===== src/rtl/calc1_prio_sched.sv =====
// calc1 priority scheduler: steers requests from the four hold registers onto
// the adder (ALU1) and the shifter (ALU2). Each ALU has its own round-robin
// arbiter. Each requester may have one operation outstanding. Invalid commands
// are answered directly, without using an ALU.
//
// Handshake: a holdreg presents a nonzero command and keeps it until it sees
// its one-cycle ack. An ack means that the command was taken, either by an ALU
// or by the invalid-response path. While a requester is busy, its request is
// ignored. A requester is busy from the cycle after its grant through the
// cycle in which its result is valid.
module calc1_prio_sched #(
  parameter int ALU1_LAT = 3,
  parameter int ALU2_LAT = 3
) (
  input  logic       c_clk,
  input  logic       reset,
  input  logic [3:0] hold1_prio_req,
  input  logic [3:0] hold2_prio_req,
  input  logic [3:0] hold3_prio_req,
  input  logic [3:0] hold4_prio_req,
  output logic       prio_hold1_ack,
  output logic       prio_hold2_ack,
  output logic       prio_hold3_ack,
  output logic       prio_hold4_ack,
  output logic [3:0] prio_alu1_in_cmd,
  output logic [1:0] prio_alu1_in_req_id,
  output logic       prio_alu1_out_vld,
  output logic [1:0] prio_alu1_out_req_id,
  output logic [3:0] prio_alu2_in_cmd,
  output logic [1:0] prio_alu2_in_req_id,
  output logic       prio_alu2_out_vld,
  output logic [1:0] prio_alu2_out_req_id,
  output logic       prio_inv_vld,
  output logic [1:0] prio_inv_req_id
);

  logic [3:0] w_req [4];
  logic [3:0] w_cand1, w_cand2, w_cand_inv;
  logic [2:0] w_g1, w_g2, w_gi;
  logic [3:0] w_set, w_clr, w_ack_nxt;

  logic [3:0] r_busy;
  logic [1:0] r_rr1, r_rr2;
  logic [3:0] r_ack;
  logic [3:0] r_a1_cmd, r_a2_cmd;
  logic [1:0] r_a1_id, r_a2_id;
  logic       r_inv_vld;
  logic [1:0] r_inv_id;
  logic       r_p1_vld [ALU1_LAT+1];
  logic [1:0] r_p1_id  [ALU1_LAT+1];
  logic       r_p2_vld [ALU2_LAT+1];
  logic [1:0] r_p2_id  [ALU2_LAT+1];

  assign w_req[0] = hold1_prio_req;
  assign w_req[1] = hold2_prio_req;
  assign w_req[2] = hold3_prio_req;
  assign w_req[3] = hold4_prio_req;

  // First set bit of cand, searching upward from ptr with wrap. Returns {found, index}.
  function automatic logic [2:0] rr_pick(input logic [3:0] cand, input logic [1:0] ptr);
    logic [2:0] res;
    logic [1:0] idx;
    res = 3'b000;
    for (int k = 3; k >= 0; k--) begin
      idx = ptr + 2'(k);
      if (cand[idx]) res = {1'b1, idx};
    end
    return res;
  endfunction

  // Classify every eligible (idle, nonzero) request by the ALU that serves it.
  always_comb begin
    w_cand1    = 4'b0000;
    w_cand2    = 4'b0000;
    w_cand_inv = 4'b0000;
    for (int i = 0; i < 4; i++) begin
      if (!r_busy[i] && (w_req[i] != 4'd0)) begin
        if (w_req[i] == 4'd1 || w_req[i] == 4'd2)      w_cand1[i]    = 1'b1;
        else if (w_req[i] == 4'd5 || w_req[i] == 4'd6) w_cand2[i]    = 1'b1;
        else                                           w_cand_inv[i] = 1'b1;
      end
    end
  end

  // Grants: round-robin per ALU. For invalid commands the lowest index wins,
  // which is a search that starts from 0.
  assign w_g1 = rr_pick(w_cand1, r_rr1);
  assign w_g2 = rr_pick(w_cand2, r_rr2);
  assign w_gi = rr_pick(w_cand_inv, 2'd0);

  // Busy bookkeeping: set on ALU grant, cleared by the matching result strobe.
  // A requester cannot be set and cleared in the same cycle.
  // A busy requester is never granted.
  assign w_set = (w_g1[2] ? (4'b0001 << w_g1[1:0]) : 4'b0000)
               | (w_g2[2] ? (4'b0001 << w_g2[1:0]) : 4'b0000);
  assign w_clr = (r_p1_vld[ALU1_LAT] ? (4'b0001 << r_p1_id[ALU1_LAT]) : 4'b0000)
               | (r_p2_vld[ALU2_LAT] ? (4'b0001 << r_p2_id[ALU2_LAT]) : 4'b0000);
  assign w_ack_nxt = w_set | (w_gi[2] ? (4'b0001 << w_gi[1:0]) : 4'b0000);

  // Dispatch, ack and invalid-response registers, plus arbiter pointers and busy state.
  always_ff @(posedge c_clk) begin
    if (reset) begin
      r_busy    <= 4'b0000;
      r_rr1     <= 2'd0;
      r_rr2     <= 2'd0;
      r_ack     <= 4'b0000;
      r_a1_cmd  <= 4'd0;
      r_a1_id   <= 2'd0;
      r_a2_cmd  <= 4'd0;
      r_a2_id   <= 2'd0;
      r_inv_vld <= 1'b0;
      r_inv_id  <= 2'd0;
    end else begin
      r_busy    <= (r_busy & ~w_clr) | w_set;
      r_ack     <= w_ack_nxt;
      r_a1_cmd  <= w_g1[2] ? w_req[w_g1[1:0]] : 4'd0;
      r_a1_id   <= w_g1[2] ? w_g1[1:0] : 2'd0;
      r_a2_cmd  <= w_g2[2] ? w_req[w_g2[1:0]] : 4'd0;
      r_a2_id   <= w_g2[2] ? w_g2[1:0] : 2'd0;
      r_inv_vld <= w_gi[2];
      r_inv_id  <= w_gi[2] ? w_gi[1:0] : 2'd0;
      if (w_g1[2]) r_rr1 <= w_g1[1:0] + 2'd1;
      if (w_g2[2]) r_rr2 <= w_g2[1:0] + 2'd1;
    end
  end

  // Completion pipelines. Stage 0 is the dispatch cycle.
  // Stage LAT drives the out strobe.
  always_ff @(posedge c_clk) begin
    if (reset) begin
      for (int k = 0; k <= ALU1_LAT; k++) begin
        r_p1_vld[k] <= 1'b0;
        r_p1_id[k]  <= 2'd0;
      end
      for (int k = 0; k <= ALU2_LAT; k++) begin
        r_p2_vld[k] <= 1'b0;
        r_p2_id[k]  <= 2'd0;
      end
    end else begin
      r_p1_vld[0] <= w_g1[2];
      r_p1_id[0]  <= w_g1[2] ? w_g1[1:0] : 2'd0;
      for (int k = 1; k <= ALU1_LAT; k++) begin
        r_p1_vld[k] <= r_p1_vld[k-1];
        r_p1_id[k]  <= r_p1_id[k-1];
      end
      r_p2_vld[0] <= w_g2[2];
      r_p2_id[0]  <= w_g2[2] ? w_g2[1:0] : 2'd0;
      for (int k = 1; k <= ALU2_LAT; k++) begin
        r_p2_vld[k] <= r_p2_vld[k-1];
        r_p2_id[k]  <= r_p2_id[k-1];
      end
    end
  end

  assign prio_hold1_ack       = r_ack[0];
  assign prio_hold2_ack       = r_ack[1];
  assign prio_hold3_ack       = r_ack[2];
  assign prio_hold4_ack       = r_ack[3];
  assign prio_alu1_in_cmd     = r_a1_cmd;
  assign prio_alu1_in_req_id  = r_a1_id;
  assign prio_alu1_out_vld    = r_p1_vld[ALU1_LAT];
  assign prio_alu1_out_req_id = r_p1_id[ALU1_LAT];
  assign prio_alu2_in_cmd     = r_a2_cmd;
  assign prio_alu2_in_req_id  = r_a2_id;
  assign prio_alu2_out_vld    = r_p2_vld[ALU2_LAT];
  assign prio_alu2_out_req_id = r_p2_id[ALU2_LAT];
  assign prio_inv_vld         = r_inv_vld;
  assign prio_inv_req_id      = r_inv_id;

endmodule

===== config.mk =====
export PLATFORM = sky130hd
export DESIGN_NAME = calc1_prio_sched
export DESIGN_NICKNAME = d
export VERILOG_FILES = /design/src/rtl/calc1_prio_sched.sv
export SDC_FILE = /design/constraint.sdc
export NUM_CORES = 1
export LEC_CHECK = 0
export CAP_MARGIN = 20
export CORE_MARGIN = 2
export CORE_UTILIZATION = 30
export DETAILED_ROUTE_END_ITERATION = 6
export PLACE_DENSITY = 0.62
export SETUP_SLACK_MARGIN = 0.02
export SYNTH_ARGS = -nofsm -noshare
export SYNTH_HDL_FRONTEND = slang
export SYNTH_SLANG_ARGS = --single-unit

===== constraint.sdc =====
create_clock -name c_clk -period 5.39 [get_ports c_clk]
set_input_delay 1.078 -clock c_clk [delete_from_list [all_inputs] [get_ports c_clk]]
set_output_delay 1.078 -clock c_clk [all_outputs]
set_load 0.05 [all_outputs]

==> impl_metrics.tcl, run 1 <==
set metrics [dict create \
    status "completed" \
    synth_top_family_by_area "simple AND/OR/NAND/NOR gates" \
    routed_wl_mm 4.20 \
    p_leak_nw 0.891 \
    dpl_cell_area_sq_um 2390 \
    path_max_fanout 5 \
    grt_pass1_vias 1559 \
    worstSetupStartpointType "primary input" \
    io_buffers 42 \
    post-route-min-period_ns 3.14 \
    rsz0062_at_grt "false" \
    synth-adder-area-share_pct 0 \
    clockRootBuffer "clkbuf_8" \
    finalWeightedCongestion 0.834 \
    crit_type "in -> reg" \
    clock_path_buffers 2 \
    min_to "r_p1_id[2][0]$_SDFF_PP0_" \
    fp.dieW_microns 83.0 \
    vdd_drop_max_v 0.000210 \
    area_delta_synth_final_pct 32.2 \
    h-tree-depth 2 \
    grt_overflow 0 \
    synth.distinct_cells 44 \
    clk_pin_slew_ns 0.08 \
    postCtsHoldBufs 0 \
    arrival_ns 3.28 \
    crit_required_ns 5.53 \
    reg2reg_to "r_ack[0]$_SDFF_PP0_" \
    synth_simple_gate_area_share_pct 25.1 \
    fin_skew_ns 0.00535 \
    row_count 28 \
    drive_gt1_share_pct 6.91 \
    muxShareOfSynthArea_pct 4.41 \
    end_kind "flop" \
    whs_ns 0.437 \
    r2r_setup_slack_ns 3.24 \
    vias_per_cell 4.89 \
    grt_antenna_before_repair 0 \
    finalPower_mw 0.841 \
    holdPathStages 1 \
    ys_async_sr_fraction_pct 0 \
    maxCapViolations 0 \
    hpwl_mm 3.16 \
    hold_start "r_p1_id[1][0]$_SDFF_PP0_" \
    worstSkewPairLatency_ns 0.30 \
    layout.nets 263 \
    drtIter0Drc 104 \
    reg2reg_from "r_busy[1]$_SDFF_PP0_" \
    cts_resized 0 \
    grt_max_degree 26 \
    antenna_left 0 \
    dieHeight_microns 83.0 \
    tns_ns 0 \
    yosys_most_used_dff "dfxtp_1" \
    crit_start "hold2_prio_req[1]" \
    cts.sinks 47 \
    slew_headroom_pct 48.2 \
    period_share_pct 58.2 \
    slew_viol_final 0 \
    remaining_drc_errors 0 \
    synth_area_sq_um 1870 \
    die-area_sq_um 6890 \
    antenna_cells 0 \
    ys_seq_elements 47 \
    wl_per_cell_microns 13.1 \
    fmax_ghz 0.319 \
    worst_pin_slew_ns 0.774 \
    grt_pass1_wl_mm 7.15 \
    gr-usage-all-layers_pct 12.8 \
    pin_count 43 \
    dr.pass1.iters 4 \
    synth-xor-area-share_pct 2.81 \
    power.density_nw_per_um2 340 \
    yosysSeqAreaShare_pct 50.3 \
    cts_tree "done" \
    cts_made_buffers 5 \
    final_cell_area_sq_um 2470 \
    synth_cells 197 \
    synth-compound-area-share_pct 15.1 \
    setup_viol 0 \
    cts_setup_buffers 0 \
    dr_total_vias 1571 \
    hold_class "reg -> reg" \
    hold_viol_final 0 \
    coreArea_sq_um 5990 \
    synth_warnings 0 \
    reg2reg_depth 5 \
    start_util_pct 31.2 \
    syn-mean-instance-area_sq_um 9.50 \
    synth_edf_count 0 \
]
-- sequential cells by signal, summed over array words and instances (netlist names), 4 cells and up --
register,flops
r_ack,4
prio_alu2_in_cmd,4
r_p2_id,6
prio_alu1_in_cmd,4
r_busy,4
r_p2_vld,4
r_p1_vld,4
r_p1_id,8
-- kinds of logic (layout without fill, tap and decap cells) --
family,Yosys count,in the layout
other,1,3
and+or+nand+nor,83,83
xor gates and xnor gates,6,6
buffers and inverters,10,57
muxes,8,8
AOI/OAI and AO/OA,42,42
DFF,47,47
-- critical path, stage by stage --
cell             delay [ns]
clkdlybuf4s50_1        0.57
xnor2_1                0.14
or4_2                  0.60
o21ai_0                0.26
o211ai_1               0.26
nand2_1                0.21
o221ai_1               0.16
-- metal layers --
layer | share of wire [%] | global-route usage (%) | wire, microns | up-vias
li1 | - | - | - | 794
met1 | 47 | 16.3 | 1960 | 712
met2 | 43 | 19.8 | 1810 | 53
met3 | 7.0 | 4.67 | 295 | 12
met4 | 3.1 | 4.92 | 128 | 0
met5 | 0 | 0 | 0 | -
-- per-stage QoR --
| step | setup WS [ns] | instances | util (%) |
|---|---|---|---|
| 6_report | 2.25 | 321 | 41.3 |
| 5_1_grt | 1.99 | 321 | 41.3 |
| 4_1_cts | 2.29 | 321 | 41.3 |
| 3_5_place_dp | 1.97 | 313 | 39.9 |
| 3_3_place_gp | 1.97 | 313 | 39.9 |
| 2_1_floorplan | 2.65 | 199 | - |
-- how the worst max path moves through the flow --
stage / endpoint / cells after the start
floorplan: prio_alu2_in_cmd[0]$_SDFF_PP0_ / 7
global placement: r_ack[2]$_SDFF_PP0_ / 7
detailed placement: r_ack[0]$_SDFF_PP0_ / 7
CTS: r_ack[0]$_SDFF_PP0_ / 7
global route: prio_alu2_in_cmd[0]$_SDFF_PP0_ / 8
finish: r_ack[0]$_SDFF_PP0_ / 7
-- cells in the final DEF, fill, tap and decap left out, drive strengths merged, types with 2 or more instances in the layout --
| cell | n |
|---|---|
| o22ai | 5 |
| nand3b | 4 |
| nor2 | 13 |
| a2bb2oi | 3 |
| nand3 | 6 |
| xnor2 | 3 |
| clkdlybuf4s50 | 42 |
| a21oi | 15 |
| conb | 3 |
| or4b | 2 |
| o21ai | 6 |
| and4 | 2 |
| nor2b | 20 |
| inv | 5 |
| nor4 | 2 |
| and2 | 2 |
| or4 | 2 |
| mux2i | 6 |
| clkbuf | 6 |
| a211oi | 2 |
| nor3 | 5 |
| buf | 2 |
| dfxtp | 47 |
| xor2 | 3 |
| mux2 | 2 |
| nand2 | 16 |
| o211ai | 3 |
| nor3b | 4 |
-- power by group --
| part | internal [mW] | leakage (nW) | switching, mW |
|---|---|---|---|
| Sequential | 0.381 | 0.385 | 0.0232 |
| Clock | 0.0907 | 0.0412 | 0.113 |
| Combinational | 0.0915 | 0.465 | 0.141 |
| Total | 0.563 | 0.891 | 0.278 |
-- cell type report --
type                    count  area [sq um]
clock buffers               6          72.6
clock inverters             2          12.5
fillers                   589          3520
inverters                   5          18.8
multi-input cells         142           900
flip-flops and latches     47           941
well taps                  75          93.8
repair buffers             44           435
-- cell usage after synthesis, drive strengths merged, types with 2 or more instances --
library cell / n / area share (%)
xor2: 3 / 1.4
nand2: 16 / 3.2
o211ai: 3 / 1.2
mux2i: 6 / 3.2
a21oi: 15 / 4.0
inv: 5 / 1.0
a211oi: 2 / 0.80
mux2: 2 / 1.2
or4b: 2 / 1.1
clkbuf: 4 / 0.80
nand3: 6 / 1.6
and4: 2 / 1.0
o22ai: 5 / 1.7
nor3b: 4 / 1.6
o21ai: 6 / 1.6
a2bb2oi: 3 / 1.7
nand3b: 4 / 1.6
nor4: 2 / 0.67
xnor2: 3 / 1.4
nor2: 13 / 2.6
nor2b: 20 / 6.7
dfxtp: 47 / 50
and2: 2 / 0.67
nor3: 5 / 1.3
or4: 2 / 1.1
No activity file was read; power rests on OpenSTA's default activity.
==> inputs of run 2 (changes only) <==
==> constraint.sdc (replaced) <==
create_clock -name c_clk -period 3 [get_ports c_clk]
set_input_delay 0.6 -clock c_clk [delete_from_list [all_inputs] [get_ports c_clk]]
set_output_delay 0.6 -clock c_clk [all_outputs]
set_load 0.05 [all_outputs]
==> impl_metrics.tcl, run 2 (synthesized netlist as in run 1, its figures left out) <==
set metrics [dict create \
    cts_tree "done" \
    vias_per_cell 4.83 \
    dr_total_vias 1579 \
    row_count 28 \
    clockRootBuffer "clkbuf_8" \
    intPower_mw 1.02 \
    largest_reg_flops 8 \
    cts_setup_buffers 0 \
    gr-usage-all-layers_pct 13.2 \
    routed_wl_mm 4.32 \
    final_core_util_pct 42.3 \
    hold_start "r_p1_id[1][1]$_SDFF_PP0_" \
    wl_per_cell_microns 13.2 \
    whs_ns 0.438 \
    worstSetupStartpointType "primary input" \
    finalWeightedCongestion 0.801 \
    cts_resized 0 \
    instances_no_fill 327 \
    tns_ns 0 \
    grt_util_met1_pct 17.3 \
    worstSkewPairLatency_ns 0.30 \
    gr-max-usage-layer "met2" \
    path_cells "clkdlybuf4s50_1, xnor2_1, nor4b_1, a21boi_0, a211oi_1, buf_4, mux2i_1, o22ai_1" \
    met3_usage_pct 3.18 \
    fmax_ghz 0.387 \
    layout.nets 269 \
    slew_headroom_pct 66.4 \
    hold_viol_final 0 \
    coreArea_sq_um 5990 \
    remaining_drc_errors 0 \
    dpl_cell_area_sq_um 2450 \
    grt_pass1_wl_mm 7.25 \
    netSwitchingFraction_pct 33.3 \
    crit_required_ns 3.18 \
    regMostFlops "r_p1_id" \
    p_leak_nw 0.923 \
    post-route-min-period_ns 2.58 \
    drtIter0Drc 120 \
    grt_overflow 0 \
    hpwl_mm 3.22 \
    dieHeight_microns 83.0 \
    finalPower_mw 1.54 \
    arrival_ns 2.76 \
    grt_max_degree 26 \
    top_regs "r_p1_id (8), r_p2_id (6)" \
    final_cell_mix "dfxtp_1 (47), clkdlybuf4s50_1 (42), nor2b_1 (20), nand2_1 (16), a21oi_1 (15)" \
    io_buffers 42 \
    die-area_sq_um 6890 \
    setup_viol 0 \
    vdd_drop_max_v 0.000269 \
    postCtsHoldBufs 0 \
    start_util_pct 31.2 \
    h-tree-depth 2 \
    seq_power_share_pct 47.4 \
    rsz0062_at_grt "false" \
    pin_count 43 \
    slowest_stage "clkdlybuf4s50_1" \
    hold_class "reg -> reg" \
    cts_made_buffers 5 \
    worst_pin_slew_ns 0.503 \
    layout_setup_ws_ns 0.419 \
    fin_skew_ns 0.00369 \
    cts.sinks 47 \
    crit_type "in -> reg" \
    maxCapViolations 0 \
    path_max_fanout 10 \
    fillers 583 \
    area_delta_synth_final_pct 35.4 \
    grt_antenna_before_repair 0 \
    clk_pin_slew_ns 0.08 \
    drive_gt1_share_pct 9.52 \
    grt_pass1_vias 1510 \
    combinationalPowerShare_pct 28.3 \
    end_kind "flop" \
    antenna_left 0 \
    layout_commonest_cell "dfxtp_1" \
    r2r_setup_slack_ns 0.96 \
    slowest_delay_ns 0.47 \
    crit_start "hold2_prio_req[0]" \
    dr.pass1.iters 4 \
    final_cell_area_sq_um 2530 \
    power.switching_mw 0.511 \
    antenna_cells 0 \
    dp_slack_ns 0.142 \
    power.density_nw_per_um2 606 \
    reg2reg_from "r_busy[1]$_SDFF_PP0_" \
    period_share_pct 86.0 \
    slew_viol_final 0 \
    dp.cells 319 \
    status "completed" \
    fp.dieW_microns 83.0 \
    p_clk_share_pct 24.3 \
    use_met2_pct 20.5 \
    clock_path_buffers 2 \
]
## run 2: per-layer routing
layer / up-vias / share of wire [%]
li1: 809 / -
met1: 730 / 49
met2: 31 / 46
met3: 9 / 3.5
met4: 0 / 2.2
met5: - / 0
## run 2: worst paths after layout
| path | endpoint | depth (start not counted) |
|---|---|---|
| min reg2reg | r_p1_id[2][1]$_SDFF_PP0_ | 1 |
| min | r_p1_id[2][1]$_SDFF_PP0_ | 1 |
| max | prio_alu2_in_cmd[0]$_SDFF_PP0_ | 8 |
| max reg2reg | prio_alu2_in_cmd[0]$_SDFF_PP0_ | 6 |
## run 2: final cells by class
type	instances	area, sq um	share of cell area, %
sequential	47	941	37.1
inverter	5	18.8	0.740
tap	75	93.8	3.70
clock buffer	5	68.8	2.71
multi-input combinational	142	900	35.5
clock inverter	3	20.0	0.790
timing repair buffer	50	493	19.4
## run 2: worst max-delay path: cells and delay by family
kind	cells	cell delay [ns]
xor gates and xnor gates	1	0.19
AOI/OAI and AO/OA	3	0.55
muxes	1	0.28
and+or+nand+nor	1	0.41
buffers and inverters	2	0.72
## run 2: power by group through the flow
stage	sequential (mW)	clock (mW)	combinational, mW
5_1_grt	0.735	0.406	0.466
3_5_place_dp	0.742	0	0.433
4_1_cts	0.729	0.389	0.435
6_report	0.728	0.374	0.434
3_3_place_gp	0.744	0	0.431
2_1_floorplan	0.835	0	0.179
==> inputs of run 3 (changes only) <==
--- a/config.mk
+++ b/config.mk
@@ -11,6 +11,7 @@
 export DETAILED_ROUTE_END_ITERATION = 6
 export PLACE_DENSITY = 0.62
 export SETUP_SLACK_MARGIN = 0.02
+export SKIP_LAST_GASP = 1
 export SYNTH_ARGS = -nofsm -noshare
 export SYNTH_HDL_FRONTEND = slang
 export SYNTH_SLANG_ARGS = --single-unit
==> results of run 3 <==
Same layout as run 2: the final DEF is identical, and so are final timing and power.
